[config.mk]
export PLATFORM = sky130hd
export DESIGN_NAME = gpio_apb_arbiter
export DESIGN_NICKNAME = d
export VERILOG_FILES = /design/src/rtl/gpio_apb_arbiter_pkg.sv /design/src/rtl/gpio_apb_arbiter_rr_arb2.sv /design/src/rtl/gpio_apb_arbiter.sv
export SDC_FILE = /design/constraint.sdc
export NUM_CORES = 1
export LEC_CHECK = 0
export ABC_AREA = 1
export BUFFER_PORTS_ARGS = -buffer_cell sky130_fd_sc_hd__buf_2
export CORE_AREA = 2 2 127 129
export DETAILED_ROUTE_END_ITERATION = 10
export DIE_AREA = 0 0 129 131
export PLACE_DENSITY_LB_ADDON = 0.05
export SLEW_MARGIN = 20
export SYNTH_ARGS = -nofsm -noshare
export SYNTH_HDL_FRONTEND = slang
export SYNTH_SLANG_ARGS = --single-unit
[constraint.sdc]
create_clock -name clock -period 1.8 [get_ports clock]
set_clock_uncertainty 0.1 [all_clocks]
set_input_delay 0.09 -clock clock [delete_from_list [all_inputs] [get_ports clock]]
set_output_delay 0.09 -clock clock [all_outputs]
set_load 0.01 [all_outputs]
[src/rtl/gpio_apb_arbiter_pkg.sv]
// Shared types for the GPIO APB 2:1 arbiter: FSM states, latched request
// record and grant identifiers.
package gpio_apb_arb_pkg;

    typedef enum logic [1:0] {
        IDLE,
        SETUP,
        ACCESS
    } state_t;

    typedef struct packed {
        logic [31:0] addr;
        logic [2:0]  prot;
        logic        write;
        logic [31:0] wdata;
        logic [3:0]  strb;
    } apb_req_t;

    localparam logic GRANT_IN0 = 1'b0;
    localparam logic GRANT_IN1 = 1'b1;

endpackage

[src/rtl/gpio_apb_arbiter_rr_arb2.sv]
// Two-way round-robin picker: a lone request wins outright, a tie goes to
// the requester that was not granted last.
module rr_arb2
    import gpio_apb_arb_pkg::*;
(
    input  logic [1:0] req,
    input  logic       last,
    output logic       gnt_id,
    output logic       valid
);

    always_comb begin
        valid  = |req;
        gnt_id = GRANT_IN0;
        if (req == 2'b11) begin
            gnt_id = ~last;
        end else if (req[1]) begin
            gnt_id = GRANT_IN1;
        end
    end

endmodule

[src/rtl/gpio_apb_arbiter.sv]
// Shares the single GPIO APB slave port between the CPU bridge (in0) and a
// secondary master (in1), one transfer at a time, with a hung-slave watchdog.
module gpio_apb_arbiter
    import gpio_apb_arb_pkg::*;
#(
    parameter int TIMEOUT = 255,
    parameter int TO_W    = 8
) (
    input  logic        clock,
    input  logic        reset,

    input  logic [31:0] in0_paddr,
    input  logic        in0_psel,
    input  logic        in0_penable,
    input  logic [2:0]  in0_pprot,
    input  logic        in0_pwrite,
    input  logic [31:0] in0_pwdata,
    input  logic [3:0]  in0_pstrb,
    output logic        in0_pready,
    output logic [31:0] in0_prdata,
    output logic        in0_pslverr,

    input  logic [31:0] in1_paddr,
    input  logic        in1_psel,
    input  logic        in1_penable,
    input  logic [2:0]  in1_pprot,
    input  logic        in1_pwrite,
    input  logic [31:0] in1_pwdata,
    input  logic [3:0]  in1_pstrb,
    output logic        in1_pready,
    output logic [31:0] in1_prdata,
    output logic        in1_pslverr,

    output logic [31:0] out_paddr,
    output logic [2:0]  out_pprot,
    output logic        out_pwrite,
    output logic [31:0] out_pwdata,
    output logic [3:0]  out_pstrb,
    output logic        out_psel,
    output logic        out_penable,
    input  logic        out_pready,
    input  logic [31:0] out_prdata,
    input  logic        out_pslverr
);

    localparam bit              TO_EN  = (TIMEOUT != 0);
    localparam logic [TO_W-1:0] TO_VAL = TO_W'(TIMEOUT);

    state_t          r_state;
    logic            r_gnt;
    logic            r_last;
    logic [TO_W-1:0] r_wdog;

    apb_req_t    w_req0;
    apb_req_t    w_req1;
    apb_req_t    w_winReq;
    logic        w_gntId;
    logic        w_reqValid;
    logic        w_timeout;
    logic        w_done;
    logic [31:0] w_rspData;
    logic        w_rspErr;
    logic        w_unused;

    assign w_unused = ^{in0_penable, in1_penable};

    assign w_req0 = '{addr: in0_paddr, prot: in0_pprot, write: in0_pwrite,
                      wdata: in0_pwdata, strb: in0_pstrb};
    assign w_req1 = '{addr: in1_paddr, prot: in1_pprot, write: in1_pwrite,
                      wdata: in1_pwdata, strb: in1_pstrb};
    assign w_winReq = (w_gntId == GRANT_IN1) ? w_req1 : w_req0;

    rr_arb2 u_rrArb (
        .req    ({in1_psel, in0_psel}),
        .last   (r_last),
        .gnt_id (w_gntId),
        .valid  (w_reqValid)
    );

    // A real slave response always beats the watchdog in the same cycle.
    assign w_timeout = TO_EN && (r_wdog == TO_VAL);
    assign w_done    = (r_state == ACCESS) && (out_pready || w_timeout);
    assign w_rspData = out_pready ? out_prdata : 32'h0;
    assign w_rspErr  = out_pready ? out_pslverr : 1'b1;

    assign in0_pready  = w_done && (r_gnt == GRANT_IN0);
    assign in1_pready  = w_done && (r_gnt == GRANT_IN1);
    assign in0_prdata  = in0_pready ? w_rspData : 32'h0;
    assign in1_prdata  = in1_pready ? w_rspData : 32'h0;
    assign in0_pslverr = in0_pready && w_rspErr;
    assign in1_pslverr = in1_pready && w_rspErr;

    // Aborted transfers also advance the round-robin pointer so a hung slave
    // cannot lock the other requester out.
    always_ff @(posedge clock or negedge reset) begin
        if (!reset) begin
            r_state     <= IDLE;
            r_gnt       <= GRANT_IN0;
            r_last      <= GRANT_IN1;
            r_wdog      <= '0;
            out_paddr   <= 32'h0;
            out_pprot   <= 3'h0;
            out_pwrite  <= 1'b0;
            out_pwdata  <= 32'h0;
            out_pstrb   <= 4'h0;
            out_psel    <= 1'b0;
            out_penable <= 1'b0;
        end else begin
            case (r_state)
                IDLE: begin
                    if (w_reqValid) begin
                        out_paddr   <= w_winReq.addr;
                        out_pprot   <= w_winReq.prot;
                        out_pwrite  <= w_winReq.write;
                        out_pwdata  <= w_winReq.wdata;
                        out_pstrb   <= w_winReq.strb;
                        out_psel    <= 1'b1;
                        out_penable <= 1'b0;
                        r_gnt       <= w_gntId;
                        r_state     <= SETUP;
                    end
                end
                SETUP: begin
                    out_penable <= 1'b1;
                    r_wdog      <= '0;
                    r_state     <= ACCESS;
                end
                ACCESS: begin
                    if (w_done) begin
                        out_psel    <= 1'b0;
                        out_penable <= 1'b0;
                        r_last      <= r_gnt;
                        r_state     <= IDLE;
                    end else if (r_wdog != {TO_W{1'b1}}) begin
                        r_wdog <= r_wdog + TO_W'(1);
                    end
                end
                default: begin
                    out_psel    <= 1'b0;
                    out_penable <= 1'b0;
                    r_state     <= IDLE;
                end
            endcase
        end
    end

endmodule

==> results.ini, run 1 <==
[route]
drtIter0Drc = 203
drtPass1Iterations = 6
dr_wl_met2_um = 9680
drtAntennaViolNets = 0
drt-wirelength-per-cell_um = 14.5
wl_met1_um = 7120
drc = 0
dr_wl_met3_um = 972
vias = 5816
top_layer_used = met4
vias_per_cell = 4.54
finalWirelength_um = 18600

[yosys]
netlist_top_cells_count = 147 x o21ai_0, 143 x nor2_1, 138 x nand2_1, 85 x dfrtp_1, 28 x clkbuf_1
synthAdderAreaFrac_pct = 0.285
synth_ff_type = dfrtp_1
synth-simple-area-share_pct = 26.8
yosysTopAreaCell = dfrtp_1
synthArstFlopShare_pct = 100
synth-seq-cells = 86
netlist_instances = 594
yosys.area_share.xor_xnor_pct = 0.599
synth.top_cell.area_share_pct = 48.5
yosys-top-cells-area = dfrtp_1 49%, o21ai_0 17%, nor2_1 12%
synth_area_mm2 = 0.00438
ys_warn_count = 0
synth_compound_area_share_pct = 17.1
post_synth_num_cell_types = 24
synthMuxAreaShare_pct = 0
synth_edf_count = 0
synthesis.nets = 779
synth.avg_cell_area_um2 = 7.38
yosysSeqAreaShare_pct = 49.1
post-synth-top-count-cell = o21ai_0
synth_top_family_by_area = simple AND/OR/NAND/NOR gates

[global_routing]
antenna_found_initial = 0
grt_pass1_wl_um = 26800
grt_max_degree = 87
grt_pass1_vias = 5687
track_usage_pct = 20.3
grt_overflow_total = 0

[cells_and_area]
antenna_cells = 0
syn2layout_area_growth_pct = 88.4
num-fill-cells = 1477
seq_area_mm2 = 0.00215
instances_no_fill = 1282
multi_input_area_mm2 = 0.00209
postLayoutCellArea_mm2 = 0.00826
drive_gt1_share_pct = 39.0
nets = 1246

[setup_path]
critical_path.max_fanout = 8
arrival_ps = 1900
start_kind = register
startpoint = r_wdog[1]
cp-end-kind = primary output
crit_type = register to primary output
required_ps = 1610
r2r-start = r_state[1]

[sta]
fmax_mhz = 478
rsz0062_at_grt = yes
setup_violations = 67
finalCritPeriodShare_pct = 116
final.setup.worst_slack_ps = -291
drv_slew = 0
hold_violations = 0
timing.slew.headroom_pct = 63.3
holdWs_ps = 18.1
min_period_ps = 2090
worstMarginPinSlew_ps = 551

[cts]
ctsHtreeMaxLevel = 3
cts-root-buf = clkbuf_16
clockBufferDepth = 2
clkSlewWorstSetupHoldPaths_ps = 60
cts_made_buffers = 9
clk_latency_ps = 330
cts_num_sinks = 86
cts_tree = built

[placed_design]
dp_hpwl_um = 12100
gp_congestion = 0.809
dp.cells = 1109
post_dp_cell_area_mm2 = 0.00625
port-buffer-count = 323

[pwr]
seqPwrFrac_pct = 34.8
p_sw_share_pct = 40.6
p_leak_nw = 4.24
internal-power_mw = 5.71
clock_power_share_pct = 17.7
irDropWorstVdd_v = 0.000606
p_comb_share_pct = 47.4
p_sw_mw = 3.91
power_density_mw_per_mm2 = 1160

[floorplanning]
fp.dieH_um = 131
rows = 46
start_util_pct = 28.1
io_pins = 326
dieWidth_um = 129
die_area_mm2 = 0.0169
core_area_mm2 = 0.0156

[run]
max_cap_violations = 0

[worst_hold_path]
min_from = in0_paddr[9]
hold_path.class = input pin to register

[outcome]
violations = setup timing
status = complete, but fails checks

final cells by class:
type	instances	area share (%)
clock inverter	1	0.0606
inverter	14	0.697
tap	216	3.27
multi-input combinational	454	25.3
clock buffer	15	3.12
sequential	86	26.1
timing repair buffer	496	41.4
metrics by stage:
stage / power (mW) / TNS (ps) / utilization (%) / setup slack (ps)
global route: 10.4 / -24600 / 52.9 / -415
finish: 9.62 / -17260 / 52.9 / -291
CTS: 9.59 / -18350 / 51.4 / -316
floorplan: 5.57 / 0 / - / 218
global placement: 7.42 / 0 / 40.1 / 65.4
detailed placement: 7.52 / 0 / 40.1 / 1.22
worst max-delay path, cell delays in order, from the launching register on:
cell and delay (ps):
dfrtp_1 360, ha_2 190, nand2_2 60, nor2_1 100, nand2_1 90, nand2_1 80
nand2_2 100, nor2_4 130, inv_4 70, clkbuf_16 170, nor2_1 90, buf_2 140
layer usage:
metal | vias to the layer above | GRT usage (%)
li1 | 2838 | -
met1 | 2664 | 21.0
met2 | 258 | 38.7
met3 | 56 | 3.79
met4 | 0 | 11.3
met5 | - | 0
final timing paths:
kind	to	slack (ps)	depth (start not counted)
max	in1_prdata[1]	-290	11
min	out_paddr[9]	20	3
max reg2reg	out_paddr[7]	260	6
min reg2reg	out_psel	370	2
max in group asynchronous	out_paddr[20]	940	3
min in group asynchronous	out_pwdata[30]	200	3
power by group through the flow:
stage | Combinational, mW | Sequential, mW | Clock (mW)
after detailed placement | 4.15 | 3.37 | 0
after global routing | 5.12 | 3.46 | 1.86
after floorplan | 1.82 | 3.75 | 0
after global placement | 4.06 | 3.36 | 0
final | 4.56 | 3.35 | 1.71
after CTS | 4.44 | 3.36 | 1.79
cell families (layout without fill, tap and decap cells):
group                    count (synthesis)  count (layout)
AND/OR/NAND/NOR                        301             301
AO/OA/AOI/OAI                          149             149
flip-flops                              86              86
buffers and inverters                   54             526
XOR/XNOR                                 3               3
adder cells (fa/ha/maj)                  1               1
registers in the layout (all words and copies together) (netlist names):
signal       cells
out_paddr       32
out_pwdata      32
r_wdog           8
out_pstrb        4
out_pprot        3
r_state          2
out_penable      1
out_psel         1
out_pwrite       1
r_gnt            1
r_last           1
timing repair:
action / CTS / global route
endpoints found under the hold margin: 157 / 0
endpoints found under the setup margin: 68 / 68
buffers inserted: 4 / 6
resized for setup: 10 / 43
cloned: 0 / 3
pin swaps: 3 / 3
hold buffers: 144 / 0
cells in the final DEF, fill, tap and decap left out:
cell / count
nand4_1: 1
nand2_2: 4
clkbuf_1: 5
nor2_2: 35
dfrtp_1: 85
inv_4: 2
nor2_4: 6
ha_2: 1
xor2_1: 3
inv_1: 10
clkinv_2: 1
inv_2: 2
o21ai_0: 147
nand3_1: 11
or2_2: 1
clkbuf_16: 11
nor2_1: 107
buf_2: 318
o21bai_1: 1
buf_12: 6
buf_4: 20
o21ai_4: 1
dfstp_2: 1
buf_6: 6
dlygate4sd3_1: 144
clkbuf_8: 1
nand2_1: 136
No activity file was read; power rests on OpenSTA's default activity.
==> run 2: changes to the inputs <==
REMOVE_ABC_BUFFERS = 1   (was not set)
==> run 2 against run 1 <==
Against the previous run:
- the flow still finishes with violations (setup timing)
- clock power is 15% higher
- global-route usage is 0.070 points lower
- first-iteration DRC count is 5.9% higher
- die area stayed put
- flip-flop and latch count stayed put
- total power is 1.8% higher
- critical path depth stayed put
- wire length is 3.8% lower
- count of clock-buffer cells in the layout is 4 lower
- fmax is 0.75% higher
- critical path type unchanged
- largest cell class unchanged
- largest power group unchanged
==> results.ini, run 2 (synthesis results as in run 1) <==
[outcome]
status = complete, but fails checks
violations = setup timing

[floorplanning]
die_area_mm2 = 0.0169
fp.dieH_um = 131
start_util_pct = 28.1
core_area_mm2 = 0.0156
io_pins = 326
rows = 46
dieWidth_um = 129

[cells_and_area]
postLayoutCellArea_mm2 = 0.00809
num-fill-cells = 1477
reg_top3 = out_paddr x32, out_pwdata x32, r_wdog x8
antenna_cells = 0
syn2layout_area_growth_pct = 84.6
multi_input_area_mm2 = 0.00199
nets = 1238
final_cell_mix = 320 x buf_2, 147 x o21ai_0, 143 x dlygate4sd3_1
seq_area_mm2 = 0.00215
drive_gt1_share_pct = 36.1
layout_commonest_cell = buf_2

[global_routing]
grt_pass1_wl_um = 26800
grt_overflow_total = 0
antenna_found_initial = 0
grt_max_degree = 45
grt_pass1_vias = 5534
track_usage_pct = 20.2

[sta]
finalCritPeriodShare_pct = 115
timing.slew.headroom_pct = 66.4
hold_violations = 0
min_period_ps = 2080
drv_slew = 0
worstMarginPinSlew_ps = 503
final.setup.worst_slack_ps = -276
setup_tns_ps = -15040
fmax_mhz = 482
rsz0062_at_grt = yes
setup_violations = 68
holdWs_ps = 11.7

[cts]
clk_latency_ps = 340
clockBufferDepth = 2
clkSlewWorstSetupHoldPaths_ps = 60
ctsHtreeMaxLevel = 3
cts_tree = built
cts-root-buf = clkbuf_16
cts_made_buffers = 9
cts_num_sinks = 86

[worst_hold_path]
hold_path.class = input pin to register
min_from = in0_paddr[3]

[setup_path]
critPathSlowestCell = dfrtp_1
critPathBufInv = 3
startpoint = r_wdog[0]
critPathTopFamily = simple AND/OR/NAND/NOR gates
path_cells = ha_2 > nand2_2 > nor2_1 > nand2_1 > nand2_1 > nand2_2 > nor2_4 > inv_2 > buf_12 > nor2_1 > buf_2
required_ps = 1610
critical_path.max_fanout = 33
max_stage_delay_ps = 360
start_kind = register
cp-end-kind = primary output
crit_type = register to primary output
arrival_ps = 1890
r2r-start = r_wdog[0]

[route]
vias_per_cell = 4.50
finalWirelength_um = 17900
drt-wirelength-per-cell_um = 14.1
drtAntennaViolNets = 0
drtPass1Iterations = 4
drtIter0Drc = 215
vias = 5730
drc = 0

[pwr]
irDropWorstVdd_v = 0.000542
fin_total_pwr_mw = 9.79
power_density_mw_per_mm2 = 1210
p_leak_nw = 4.21

[placed_design]
gp_congestion = 0.788
dp_hpwl_um = 12000
port-buffer-count = 323
place_ws_ps = -74.4
post_dp_cell_area_mm2 = 0.00627

[run]
max_cap_violations = 0

[run 2: changes by cell type in the layout (fill, tap and decap cells not counted), sizes merged]
cell and delta:
clkbuf -6, clkinv +3, bufinv +1, buf -5, dlygate4sd3 -1
[run 2: per-stage QoR]
step | utilization (%) | std cells
floorplan | - | 554
global placement | 40.2 | 1110
detailed placement | 40.2 | 1110
CTS | 51.5 | 1270
global route | 51.9 | 1274
finish | 51.9 | 1274
[run 2: final timing paths]
path                                   to  slack, ps  cells past startpoint
setup / recovery           in1_prdata[28]       -280                     11
hold / removal               out_paddr[3]         10                      3
setup reg to reg                r_wdog[6]        150                      9
hold reg to reg                  out_psel        380                      2
max in group asynchronous   out_paddr[21]        820                      3
min in group asynchronous   out_paddr[31]        140                      2
[run 2: repair_timing]
action / in CTS / in global routing
gates cloned: 0 / 0
gates resized for setup: 4 / 10
pin swaps: 0 / 0
hold endpoints to repair: 106 / 0
setup endpoints to repair: 66 / 75
buffers inserted: 1 / 4
hold buffers: 143 / 0
[run 2: power breakdown]
part / total [mW] / leakage [nW] / switching [mW] / internal [mW]
registers: 3.35 / 1.06 / 0.492 / 2.86
logic: 4.48 / 3.00 / 2.65 / 1.83
clock network: 1.96 / 0.155 / 0.805 / 1.15
[run 2: worst register-to-register path, stage by stage, from the launching register on]
cell     delay, ps
dfrtp_1        390
ha_2           200
nand2_2         70
nor2_1          40
nand2_1         90
nand3_1        250
nand2_2        200
inv_1          100
nand2_1         70
nand2_1         50
[run 2: final cells by class]
type | count | share of cell area (%)
clock buffers | 11 | 3.12
clock inverters | 5 | 0.711
inverters | 14 | 0.742
multi-input cells | 454 | 24.6
flip-flops and latches | 86 | 26.6
well taps | 216 | 3.34
repair buffers | 488 | 40.9
[run 2: routing by layer]
layer  global-route usage, %  share of wire [%]  wire (um)
met1                    22.2                 39       7030
met2                    37.5                 52       9240
met3                    5.33                7.2       1290
met4                    7.80                2.1        372
met5                       0                  0          0
==> run 3: changes to the inputs <==
CORE_AREA = 2 2 125 127   (was 2 2 127 129)
CTS_BUF_LIST = sky130_fd_sc_hd__clkbuf_2 sky130_fd_sc_hd__clkbuf_4 sky130_fd_sc_hd__clkbuf_8   (was not set)
DIE_AREA = 0 0 127 129   (was 0 0 129 131)
RECOVER_POWER = 100   (was not set)
==> run 3 against run 2 <==
Against the previous run:
- largest cell class unchanged
- first-iteration DRC count up 31%
- total power down 6.5%
- via count up 1.3%
- sequential share of layout area up 0.73 points
- combinational power down 6.7%
- critical path type unchanged
- cell area down 2.7%
- utilization up 0.70 points
- flip-flop and latch count unchanged
- largest power group unchanged
- the flow still finishes with violations (setup timing)
==> results.ini, run 3 (synthesis results as in run 1) <==
[placed_design]
port-buffer-count = 323
post_dp_cell_area_mm2 = 0.00623
gp_congestion = 0.781
dp_hpwl_um = 11600
place_ws_ps = -60.1

[floorplanning]
start_util_pct = 29.3
io_pins = 326
core_area_mm2 = 0.0150
rows = 45
fp.dieH_um = 129
dieWidth_um = 127
die_area_mm2 = 0.0164

[cts]
cts-root-buf = clkbuf_8
cts_tree = built
cts_made_buffers = 9
clkSlewWorstSetupHoldPaths_ps = 90
clk_latency_ps = 340
clockBufferDepth = 2
ctsHtreeMaxLevel = 3
cts_num_sinks = 86

[sta]
hold_violations = 0
fmax_mhz = 483
min_period_ps = 2070
setup_violations = 103
timing.slew.headroom_pct = 44.8
finalCritPeriodShare_pct = 115
final.setup.worst_slack_ps = -271
drv_slew = 0
setup_tns_ps = -18040
rsz0062_at_grt = yes
worstMarginPinSlew_ps = 827

[setup_path]
crit_type = register to primary output
cp-end-kind = primary output
arrival_ps = 1880
path_cells = ha_2 > nand2_2 > nor2_1 > nand2_1 > nand2_1 > nand2_2 > nor2_4 > inv_2 > clkbuf_16 > nor2_2 > buf_2
start_kind = register
r2r-start = r_state[0]
required_ps = 1610
max_stage_delay_ps = 360
worst-r2r-cell-count = 6
startpoint = r_wdog[0]
critPathTopFamily = simple AND/OR/NAND/NOR gates
critPathSlowestCell = dfrtp_1
critical_path_depth = 11
critPathBufInv = 3
critical_path.max_fanout = 17

[route]
vias_per_cell = 4.66
drtIter0Drc = 281
finalWirelength_um = 17900
drt-wirelength-per-cell_um = 14.3
vias = 5806
drtPass1Iterations = 6
drc = 0
drtAntennaViolNets = 0

[worst_hold_path]
hold_path.class = input pin to register
min_path_cells = 6
min_from = in0_psel

[global_routing]
grt_pass1_vias = 5853
grt_max_degree = 76
grt_overflow_total = 0
grt_pass1_wl_um = 27700
track_usage_pct = 21.1
antenna_found_initial = 0

[pwr]
p_leak_nw = 3.94
clock_power_share_pct = 17.6
internal-power_mw = 5.31
p_sw_mw = 3.84
p_comb_share_pct = 45.7
p_sw_share_pct = 42.0
irDropWorstVdd_v = 0.000543
seqPwrFrac_pct = 36.7
power_density_mw_per_mm2 = 1160

[cells_and_area]
nets = 1238
reg_top3 = out_paddr x32, out_pwdata x32, r_wdog x8
postLayoutCellArea_mm2 = 0.00787
layout_commonest_cell = buf_2
drive_gt1_share_pct = 29.6
final_cell_mix = 249 x buf_2, 147 x o21ai_0, 145 x dlygate4sd3_1
num-fill-cells = 1405
antenna_cells = 0
syn2layout_area_growth_pct = 79.6

[outcome]
violations = setup timing
status = complete, but fails checks

[run]
max_cap_violations = 0

-- run 3: changes by cell type in the layout (fill, tap and decap cells not counted), sizes merged --
cell,change
inv,-1
clkbuf,+79
bufinv,+1
buf,-79
dlygate4sd3,+2
clkinv,-2
-- run 3: routing by layer --
metal  GRT usage, %  vias up  wire, um
li1               -     2818         -
met1           22.1     2673      6600
met2           40.2      276      9510
met3           4.74       39      1240
met4           9.70        0       520
met5              0        -         0
-- run 3: worst paths after layout --
| kind | to | slack [ps] |
|---|---|---|
| max in group asynchronous | out_pwdata[19] | 200 |
| worst max-delay path | in1_prdata[0] | -270 |
| worst min register to register | r_last | 370 |
| worst max register to register | out_pwdata[11] | -210 |
| min in group asynchronous | out_paddr[18] | 260 |
| worst min-delay path | out_penable | 70 |
-- run 3: what timing repair did --
| action | in CTS | in global routing |
|---|---|---|
| hold buffers | 145 | 0 |
| pin swaps | 0 | 1 |
| setup buffers | 0 | 2 |
| gates cloned | 0 | 1 |
| endpoints found under the hold margin | 158 | 0 |
| resized for setup | 3 | 14 |
| setup endpoints to repair | 66 | 68 |
-- run 3: cell type report --
class / count / area (um2) / share of cell area, %
sequential: 86 / 2150 / 27.3
clock inverter: 3 / 65.1 / 0.826
tap: 188 / 235 / 2.99
clock buffer: 13 / 173 / 2.19
timing repair buffer: 488 / 3180 / 40.3
multi-input combinational: 454 / 2010 / 25.6
inverter: 14 / 60.1 / 0.763
-- run 3: metrics by stage --
step	instances	total power, mW	util [%]	hold WS [ps]
after global routing	1246	9.93	52.6	94.1
final	1246	9.16	52.6	69.0
after detailed placement	1082	7.55	41.6	-37.8
after floorplan	554	5.49	-	-306
after global placement	1082	7.48	41.6	-41.6
after CTS	1243	9.43	52.9	47.2
-- run 3: worst reg2reg max path, stage by stage (launching register included) --
cell      delay [ps]
dfrtp_1          400
nor2_1           220
o21ai_4          110
clkinv_1         100
buf_2            500
o21ai_0          280
o21ai_0          230
-- run 3: power groups by stage --
stage / Combinational (mW) / Clock, mW / Sequential (mW)
finish: 4.18 / 1.62 / 3.36
global route: 4.71 / 1.74 / 3.48
CTS: 4.44 / 1.65 / 3.34
detailed placement: 4.20 / 0 / 3.35
global placement: 4.14 / 0 / 3.33
floorplan: 1.74 / 0 / 3.75
